==> src/rtl/rv32i_pkg.sv <==
// Shared RV32I decode definitions: base opcodes, instruction formats and the
// opcode-to-format classifier used by the decode stage.
package rv32i_pkg;

  localparam int RV_XLEN       = 32;
  localparam int RV_REG_ADDR_W = 5;

  localparam logic [6:0] OP       = 7'b0110011;
  localparam logic [6:0] OP_IMM   = 7'b0010011;
  localparam logic [6:0] LOAD     = 7'b0000011;
  localparam logic [6:0] STORE    = 7'b0100011;
  localparam logic [6:0] BRANCH   = 7'b1100011;
  localparam logic [6:0] JAL      = 7'b1101111;
  localparam logic [6:0] JALR     = 7'b1100111;
  localparam logic [6:0] LUI      = 7'b0110111;
  localparam logic [6:0] AUIPC    = 7'b0010111;
  localparam logic [6:0] SYSTEM   = 7'b1110011;
  localparam logic [6:0] MISC_MEM = 7'b0001111;

  typedef enum logic [2:0] {
    FMT_R = 3'd0,
    FMT_I = 3'd1,
    FMT_S = 3'd2,
    FMT_B = 3'd3,
    FMT_U = 3'd4,
    FMT_J = 3'd5
  } fmt_e;

  typedef struct packed {
    fmt_e fmt;
    logic illegal;
  } op_class_t;

  // Unknown opcodes are tagged illegal but still get a format (I) so the
  // packet can flow to execute and trap there.
  function automatic op_class_t classify(input logic [6:0] opcode);
    op_class_t c;
    c.fmt     = FMT_I;
    c.illegal = 1'b0;
    case (opcode)
      OP:                                   c.fmt = FMT_R;
      OP_IMM, LOAD, JALR, SYSTEM, MISC_MEM: c.fmt = FMT_I;
      STORE:                                c.fmt = FMT_S;
      BRANCH:                               c.fmt = FMT_B;
      LUI, AUIPC:                           c.fmt = FMT_U;
      JAL:                                  c.fmt = FMT_J;
      default:                              c.illegal = 1'b1;
    endcase
    return c;
  endfunction

endpackage

==> src/rtl/rv32i_imm_gen.sv <==
// Combinational RV32I immediate generator: selects and sign-extends the
// immediate field of an instruction according to its format.
module rv32i_imm_gen
  import rv32i_pkg::*;
(
  input  logic [31:7]        instr,
  input  fmt_e               fmt,
  output logic [RV_XLEN-1:0] imm
);

  always_comb begin
    imm = '0;
    case (fmt)
      FMT_I: imm = {{20{instr[31]}}, instr[31:20]};
      FMT_S: imm = {{20{instr[31]}}, instr[31:25], instr[11:7]};
      FMT_B: imm = {{19{instr[31]}}, instr[31], instr[7], instr[30:25], instr[11:8], 1'b0};
      FMT_U: imm = {instr[31:12], 12'b0};
      FMT_J: imm = {{11{instr[31]}}, instr[31], instr[19:12], instr[20], instr[30:21], 1'b0};
      default: imm = '0;
    endcase
  end

endmodule

==> src/rtl/rv32i_decode_stage.sv <==
// RV32I decode stage: registers the fetched instruction, drives the
// register-file read addresses and assembles the operand packet for execute.
module rv32i_decode_stage
  import rv32i_pkg::*;
#(
  parameter int XLEN       = RV_XLEN,
  parameter int REG_ADDR_W = RV_REG_ADDR_W
) (
  input  logic                  clk,
  input  logic                  rst,
  input  logic                  in_valid,
  output logic                  in_ready,
  input  logic [XLEN-1:0]       in_instr,
  input  logic [XLEN-1:0]       in_pc,
  input  logic                  flush,
  output logic [REG_ADDR_W-1:0] rf_read1,
  output logic [REG_ADDR_W-1:0] rf_read2,
  input  logic [XLEN-1:0]       rf_data1,
  input  logic [XLEN-1:0]       rf_data2,
  input  logic                  wb_we,
  input  logic [REG_ADDR_W-1:0] wb_rd,
  input  logic [XLEN-1:0]       wb_data,
  output logic                  out_valid,
  input  logic                  out_ready,
  output logic [XLEN-1:0]       out_pc,
  output logic [XLEN-1:0]       out_rs1_val,
  output logic [XLEN-1:0]       out_rs2_val,
  output logic [XLEN-1:0]       out_imm,
  output logic [REG_ADDR_W-1:0] out_rd,
  output logic                  out_rd_we,
  output logic [6:0]            out_opcode,
  output logic [3:0]            out_funct,
  output logic [2:0]            out_fmt,
  output logic                  out_illegal
);

  // Handshakes: a transfer happens on a rising edge where valid && ready.
  // A producer holding valid keeps its payload stable until that edge;
  // in_ready never depends on in_valid, out_valid never depends on out_ready.

  logic                  s1_valid;
  logic [XLEN-1:0]       s1_pc;
  logic [XLEN-1:0]       s1_imm;
  logic [REG_ADDR_W-1:0] s1_rs1;
  logic [REG_ADDR_W-1:0] s1_rs2;
  logic [REG_ADDR_W-1:0] s1_rd;
  logic                  s1_rd_we;
  logic [6:0]            s1_opcode;
  logic [3:0]            s1_funct;
  fmt_e                  s1_fmt;
  logic                  s1_illegal;

  logic                  hit1, hit2;
  logic [XLEN-1:0]       byp1, byp2;

  op_class_t             dec;
  logic [XLEN-1:0]       dec_imm_raw;
  logic [XLEN-1:0]       dec_imm;
  logic                  dec_rd_we;

  assign in_ready = !rst && !flush && (!s1_valid || out_ready);

  // While stalled the held sources are re-read so late writeback is picked up.
  assign rf_read1 = in_ready ? in_instr[19:15] : s1_rs1;
  assign rf_read2 = in_ready ? in_instr[24:20] : s1_rs2;

  assign dec = classify(in_instr[6:0]);

  rv32i_imm_gen u_imm_gen (
    .instr (in_instr[31:7]),
    .fmt   (dec.fmt),
    .imm   (dec_imm_raw)
  );

  assign dec_imm   = dec.illegal ? '0 : dec_imm_raw;
  assign dec_rd_we = !dec.illegal && (dec.fmt != FMT_S) && (dec.fmt != FMT_B)
                     && (in_instr[11:7] != '0);

  always_ff @(posedge clk or posedge rst) begin
    if (rst) begin
      s1_valid   <= 1'b0;
      s1_pc      <= '0;
      s1_imm     <= '0;
      s1_rs1     <= '0;
      s1_rs2     <= '0;
      s1_rd      <= '0;
      s1_rd_we   <= 1'b0;
      s1_opcode  <= '0;
      s1_funct   <= '0;
      s1_fmt     <= FMT_R;
      s1_illegal <= 1'b0;
    end else if (flush) begin
      s1_valid <= 1'b0;
    end else if (in_ready) begin
      s1_valid <= in_valid;
      if (in_valid) begin
        s1_pc      <= in_pc;
        s1_imm     <= dec_imm;
        s1_rs1     <= in_instr[19:15];
        s1_rs2     <= in_instr[24:20];
        s1_rd      <= in_instr[11:7];
        s1_rd_we   <= dec_rd_we;
        s1_opcode  <= in_instr[6:0];
        s1_funct   <= {in_instr[30], in_instr[14:12]};
        s1_fmt     <= dec.fmt;
        s1_illegal <= dec.illegal;
      end
    end
  end

  // The register file returns pre-write data when a read and a write hit the
  // same register on one edge; capture the written value to cover that case.
  always_ff @(posedge clk or posedge rst) begin
    if (rst) begin
      hit1 <= 1'b0;
      hit2 <= 1'b0;
      byp1 <= '0;
      byp2 <= '0;
    end else begin
      hit1 <= wb_we && (wb_rd != '0) && (wb_rd == rf_read1);
      hit2 <= wb_we && (wb_rd != '0) && (wb_rd == rf_read2);
      byp1 <= wb_data;
      byp2 <= wb_data;
    end
  end

  always_comb begin
    out_rs1_val = rf_data1;
    out_rs2_val = rf_data2;
    if (s1_rs1 == '0)  out_rs1_val = '0;
    else if (hit1)     out_rs1_val = byp1;
    if (s1_rs2 == '0)  out_rs2_val = '0;
    else if (hit2)     out_rs2_val = byp2;
  end

  assign out_valid   = s1_valid;
  assign out_pc      = s1_pc;
  assign out_imm     = s1_imm;
  assign out_rd      = s1_rd;
  assign out_rd_we   = s1_rd_we;
  assign out_opcode  = s1_opcode;
  assign out_funct   = s1_funct;
  assign out_fmt     = s1_fmt;
  assign out_illegal = s1_illegal;

endmodule

==> config.mk <==
export PLATFORM = sky130hd
export DESIGN_NAME = rv32i_decode_stage
export DESIGN_NICKNAME = d
export VERILOG_FILES = /design/src/rtl/rv32i_pkg.sv /design/src/rtl/rv32i_imm_gen.sv /design/src/rtl/rv32i_decode_stage.sv
export SDC_FILE = /design/constraint.sdc
export NUM_CORES = 1
export LEC_CHECK = 0
export CAP_MARGIN = 40
export CORE_AREA = 2 2 128 130
export CTS_CLUSTER_DIAMETER = 60
export DETAILED_ROUTE_END_ITERATION = 12
export DIE_AREA = 0 0 130 132
export PLACE_DENSITY = 0.87
export SYNTH_ARGS = -nofsm -noshare
export SYNTH_HDL_FRONTEND = slang
export SYNTH_SLANG_ARGS = --single-unit
==> constraint.sdc <==
create_clock -name clk -period 9.6 [get_ports clk]
set_input_delay 2.88 -clock clk [delete_from_list [all_inputs] [get_ports clk]]
set_output_delay 2.88 -clock clk [all_outputs]
set_load 0.03 [all_outputs]
* Word level (Yosys, flattened, before mapping)
Cells that the tools add are included.
** Operators by class
- Equal/unequal tests :: 20
- Bitwise logic cells :: 1
- Reductions and logical operators :: 20
- Muxes and demuxes :: 12
** Operators with widths (count)
- $mux 32 :: 5
- $pmux 32 s5 :: 1
- $eq 7x7->1 const B :: 4
- $eq 7x6->1 const B :: 3
- $pmux 3 s5 :: 1
- $eq 7x5->1 const B :: 2
- $reduce_or 11->1 :: 1
- $eq 5x5->1 :: 2
- $logic_not 5->1 :: 2
- $mux 5 :: 2
- $reduce_bool 5->1 :: 2
- $logic_and 1x1->1 :: 8
- $eq 7x2->1 const B :: 1
- $eq 7x4->1 const B :: 1
- $eq 3x2->1 const B :: 2
- $eq 3x3->1 const B :: 2
- $ne 3x2->1 const B :: 2
- $eq 3x1->1 const B :: 1
- $logic_not 1->1 :: 3
- $mux 1 :: 3
- $reduce_and 3->1 :: 1
- $reduce_bool 2->1 :: 1
- $reduce_or 2->1 :: 1
- $logic_or 1x1->1 :: 1
- $not 1->1 :: 1
** Storage, ports and cells
- Input port bits :: 171
- Output and inout port bits :: 161
- Register bits :: 130

* Longest topological paths before layout
- Depth after elaboration :: 7
- Depth in mapped cells :: 12

* Hierarchy
Synthesis repeated with hierarchy kept, for this count alone.
** Unflattened totals
- Cells, all modules :: 675
- Area, all modules :: 6329.8 sq um
** Modules (own cells, without submodules)
- rv32i_decode_stage :: cells an instance 609, instances 1, area each 5939.4 sq um
- rv32i_imm_gen :: cells an instance 66, instances 1, area each 390.4 sq um

* Worst setup path after synthesis
No wires, ideal clock.
- Path kind :: input-to-reg
- Start point :: input rst
- End point :: register s1_imm[12] (netlist: out_imm[12])
- Cell stages on the path :: 8
- Arrival time :: 7.095 ns
- Slack :: 2.429 ns
- Cell sequence :: inv_1 > nand2_1 > or3_1 > clkbuf_1 > nor2_2 > o21ai_4 > buf_4 > o21ai_1
** On the way
- Word-level cells in the longest chain between the ends :: 4
** Ends and longest elaborated chain
- from (decl) :: RTL line rv32i_decode_stage.sv:10 : input logic rst,
- $logic_not 1->1 (no source line)
- $logic_and 1x1->1 (2 in a row) :: RTL line rv32i_decode_stage.sv:61 : assign in_ready = !rst && !flush && (!s1_valid || out_ready);
- $reduce_and 3->1 (no source line)
- to (signal assigned) :: RTL line rv32i_decode_stage.sv:98 : s1_imm <= dec_imm;
- to (decl) :: RTL line rv32i_decode_stage.sv:43 : logic [XLEN-1:0] s1_imm;
No other way between the ends.
A chain may end at the register's enable or synchronous reset.

* Worst setup path after layout
- Start point :: input rst
- End point :: output rf_read1[1]
** On the way
- Word-level cells in the longest chain between the ends :: 4
** Ends and longest elaborated chain
- $logic_not 1->1 (no source line)
- $logic_and 1x1->1 (2 in a row) :: RTL line rv32i_decode_stage.sv:61
- $mux 5 :: RTL line rv32i_decode_stage.sv:64 : assign rf_read1 = in_ready ? in_instr[19:15] : s1_rs1;
- to (decl) :: RTL line rv32i_decode_stage.sv:16 : output logic [REG_ADDR_W-1:0] rf_read1,
No other way between the ends.

==> impl_metrics.tcl <==
set metrics [dict create \
    cts_buffers 17 \
    timing.setup.tns_ps 0 \
    totalWireLength_um 22630 \
    rows 46 \
    place_area_um2 9664 \
    drcViolationCount 0 \
    end_kind "primary output" \
    setup_viol 0 \
    synthesis.nets 823 \
    tightestPinTransition_ps 792.7 \
    critPathSlowestCell "clkdlybuf4s50_1" \
    die-area_um2 17160 \
    cts-htree-levels 4 \
    initial_core_util_pct 38.80 \
    critPathBufInv 3 \
    clockBufferDepth 2 \
    synthXorXnorAreaFrac_pct 1.437 \
    powerDensity_nw_per_um2 182.0 \
    max_freq_ghz 0.1285 \
    cp_common_cell "clkdlybuf4s50_1" \
    core_um2 15710 \
    stdcell_count 1203 \
    n_fill_cell 1229 \
    cts_setup_buffers 0 \
    ys_seq_area_share_pct 53.37 \
    ys_types 46 \
    cpLargestDelayFamily "buffers and inverters" \
    hpwl_um 17270 \
    synth_most_common_cell "nand2_1" \
    cts_sinks 130 \
    pin_count 332 \
    synthCells 651 \
    die_y_um 132 \
    port_buffers 331 \
    max-slew-margin-rel_pct 47.05 \
    synth_compound_area_share_pct 8.005 \
    vdd_ir_drop_max_mv 0.1212 \
    drive_gt1_share_pct 7.302 \
    cp_max_fo 11 \
    final_max_slew_viol_count 0 \
    worstPathArrival_ps 4900 \
    ys_ff_latch 130 \
    insertion_delay_ps 420 \
    grt_remaining_overflow 0 \
    worstPathCellList "clkdlybuf4s50_1 > nor3_2 > buf_4 > mux2_2 > clkdlybuf4s50_1" \
    clockRootBuffer "clkbuf_16" \
    design_area_um2 10220 \
    crit_required_ps 6720 \
    maxCapViolCount 0 \
    synth_enable_flop_cells 0 \
    cts_tree "done" \
    vias 5902 \
    clkTransAtPathRegs_ps 60 \
    wl_per_cell_um 18.81 \
    avgViaCountPerCell 4.906 \
    status "complete, no violations" \
    p_leak_nw 4.350 \
    muxShareOfSynthArea_pct 12.36 \
    grt_pass1_vias 5859 \
    dp.cells 1170 \
    synth_fa_ha_area_share_pct 0.2053 \
    cp_slowest_stage_delay_ps 620 \
    worst-setup-path-type "in -> out" \
    grt_pass1_wl_um 34220 \
    antenna_found_initial 2 \
    syn_avg_cell_area_um2 9.364 \
    async_reset_ff_share_pct 100.0 \
    synthSimpleGateAreaFrac_pct 21.65 \
    period_share_pct 81.04 \
    fin_crit_ps 7780 \
    yosys_warnings 0 \
    netlist.area_leader.share_pct 53.37 \
    gp_congestion 0.8844 \
    grt_usage_pct 26.48 \
    ys_top_cells_by_count "nand2_1 (212), dfrtp_1 (130), nor2_1 (69)" \
    finalHoldViolCount 0 \
    synth_top_family_by_area "simple AND/OR/NAND/NOR gates" \
    ctsHoldBuffers 0 \
    hp-class "reg -> reg" \
    nets 1145 \
    holdWs_ps 470.5 \
    firstDrtPassIters 5 \
    synth_area_leaders "dfrtp_1 (53%), nand2_1 (13%), mux2i_1 (11%)" \
    grt_max_degree 71 \
    cp-start-kind "primary input" \
    utilization_pct 65.07 \
    drtIter0Drc 406 \
    area_growth_pct 67.71 \
    die_w_um 130 \
    cts_resized 0 \
    skew_ps 8.514 \
    drtAntennaViolNets 0 \
    synth_top_area_cell "dfrtp_1" \
    netlist_area_um2 6096 \
    synth_flop_cell "dfrtp_1" \
    rsz0062_at_grt "false" \
]
[worst register-to-register path: stages, from the launching register on]
cell and delay (ps):
dfrtp_1 400, nor2b_1 180, nor3_2 140, buf_4 260, mux2_2 400, xnor2_1 550
nand4_1 350, nor3_1 260
[state kept, by name, summed over array words and instances, names as in the netlist]
signal	count
byp2	32
out_imm	32
out_pc	32
out_opcode	7
out_rd	5
s1_rs1	5
s1_rs2	5
out_funct	4
out_fmt	3
hit1	1
hit2	1
out_illegal	1
out_rd_we	1
out_valid	1
[layer usage]
layer	track usage (%)	wire (um)	up-vias	share of wire, %
li1	-	-	2795	-
met1	32.27	9061	2829	40
met2	43.80	11250	245	50
met3	7.914	1650	33	7.3
met4	10.45	669	0	3.0
met5	0	0	-	0
[kinds of logic (layout without fill, tap and decap cells)]
kind of cell,count (synthesis),after routing
AOI/OAI and AO/OA,79,79
DFF,130,130
other,0,1
muxes,74,74
xor gates and xnor gates,10,10
adders and majority gates,1,1
buffers and inverters,43,378
and+or+nand+nor,314,314
[cells in the final DEF (no fill, tap or decap), types with 2 or more instances in the layout]
master,Yosys,final
xor2_1,2,2
o21ai_0,7,7
nand2_1,212,212
inv_1,4,3
clkinvlp_4,0,5
nor3b_2,2,2
nand4_1,3,3
buf_12,0,2
dfrtp_1,130,128
mux2_2,10,10
a211oi_2,2,2
clkinv_4,0,3
nor3_2,0,2
nor3b_1,2,2
clkbuf_16,0,17
xnor2_1,8,8
and2_1,2,2
nand2b_1,2,2
a21oi_1,23,23
a22o_1,7,7
clkinv_2,0,4
a22oi_1,4,4
buf_4,3,7
o21ai_1,28,28
clkdlybuf4s50_1,0,331
nor2_2,1,3
nor3_1,5,3
nor2b_1,4,4
and4b_1,2,2
nor2_1,69,67
dfrtp_2,0,2
or4_1,3,3
mux2i_1,64,64
[final timing paths]
path,startpoint,endpoint,slack [ps],cells past startpoint
min reg2reg,out_pc[30],out_pc[30],470,2
max in group asynchronous,rst,hit2,5600,4
min,out_pc[30],out_pc[30],470,2
max reg2reg,out_valid,hit1,6960,7
min in group asynchronous,rst,out_valid,2990,2
max,rst,rf_read1[1],1820,5
[stage by stage]
step	power, W	setup slack (ps)
floorplan	0.0009558	2429
global placement	0.001253	1858
detailed placement	0.001265	1803
finish	0.001861	1820
CTS	0.001874	1796
global route	0.001940	1727
[final cells by class]
type	instances	area [um^2]	area share [%]
inverters	5	23.77	0.2325
repair buffers	341	3433	33.58
well taps	216	270.3	2.643
multi-input cells	478	2681	26.23
flip-flops and latches	130	3256	31.84
clock buffers	19	442.9	4.332
clock inverters	13	113.9	1.114
diodes	1	2.502	0.02448
[power breakdown]
part	total [W]	switching, W	internal (W)
clock network	0.000605	0.000243	0.000361
registers	0.000643	0.0000365	0.000606
logic	0.000613	0.000347	0.000267
total	0.00186	0.000626	0.00123
Note: power is estimated with default switching activity, not from simulation.
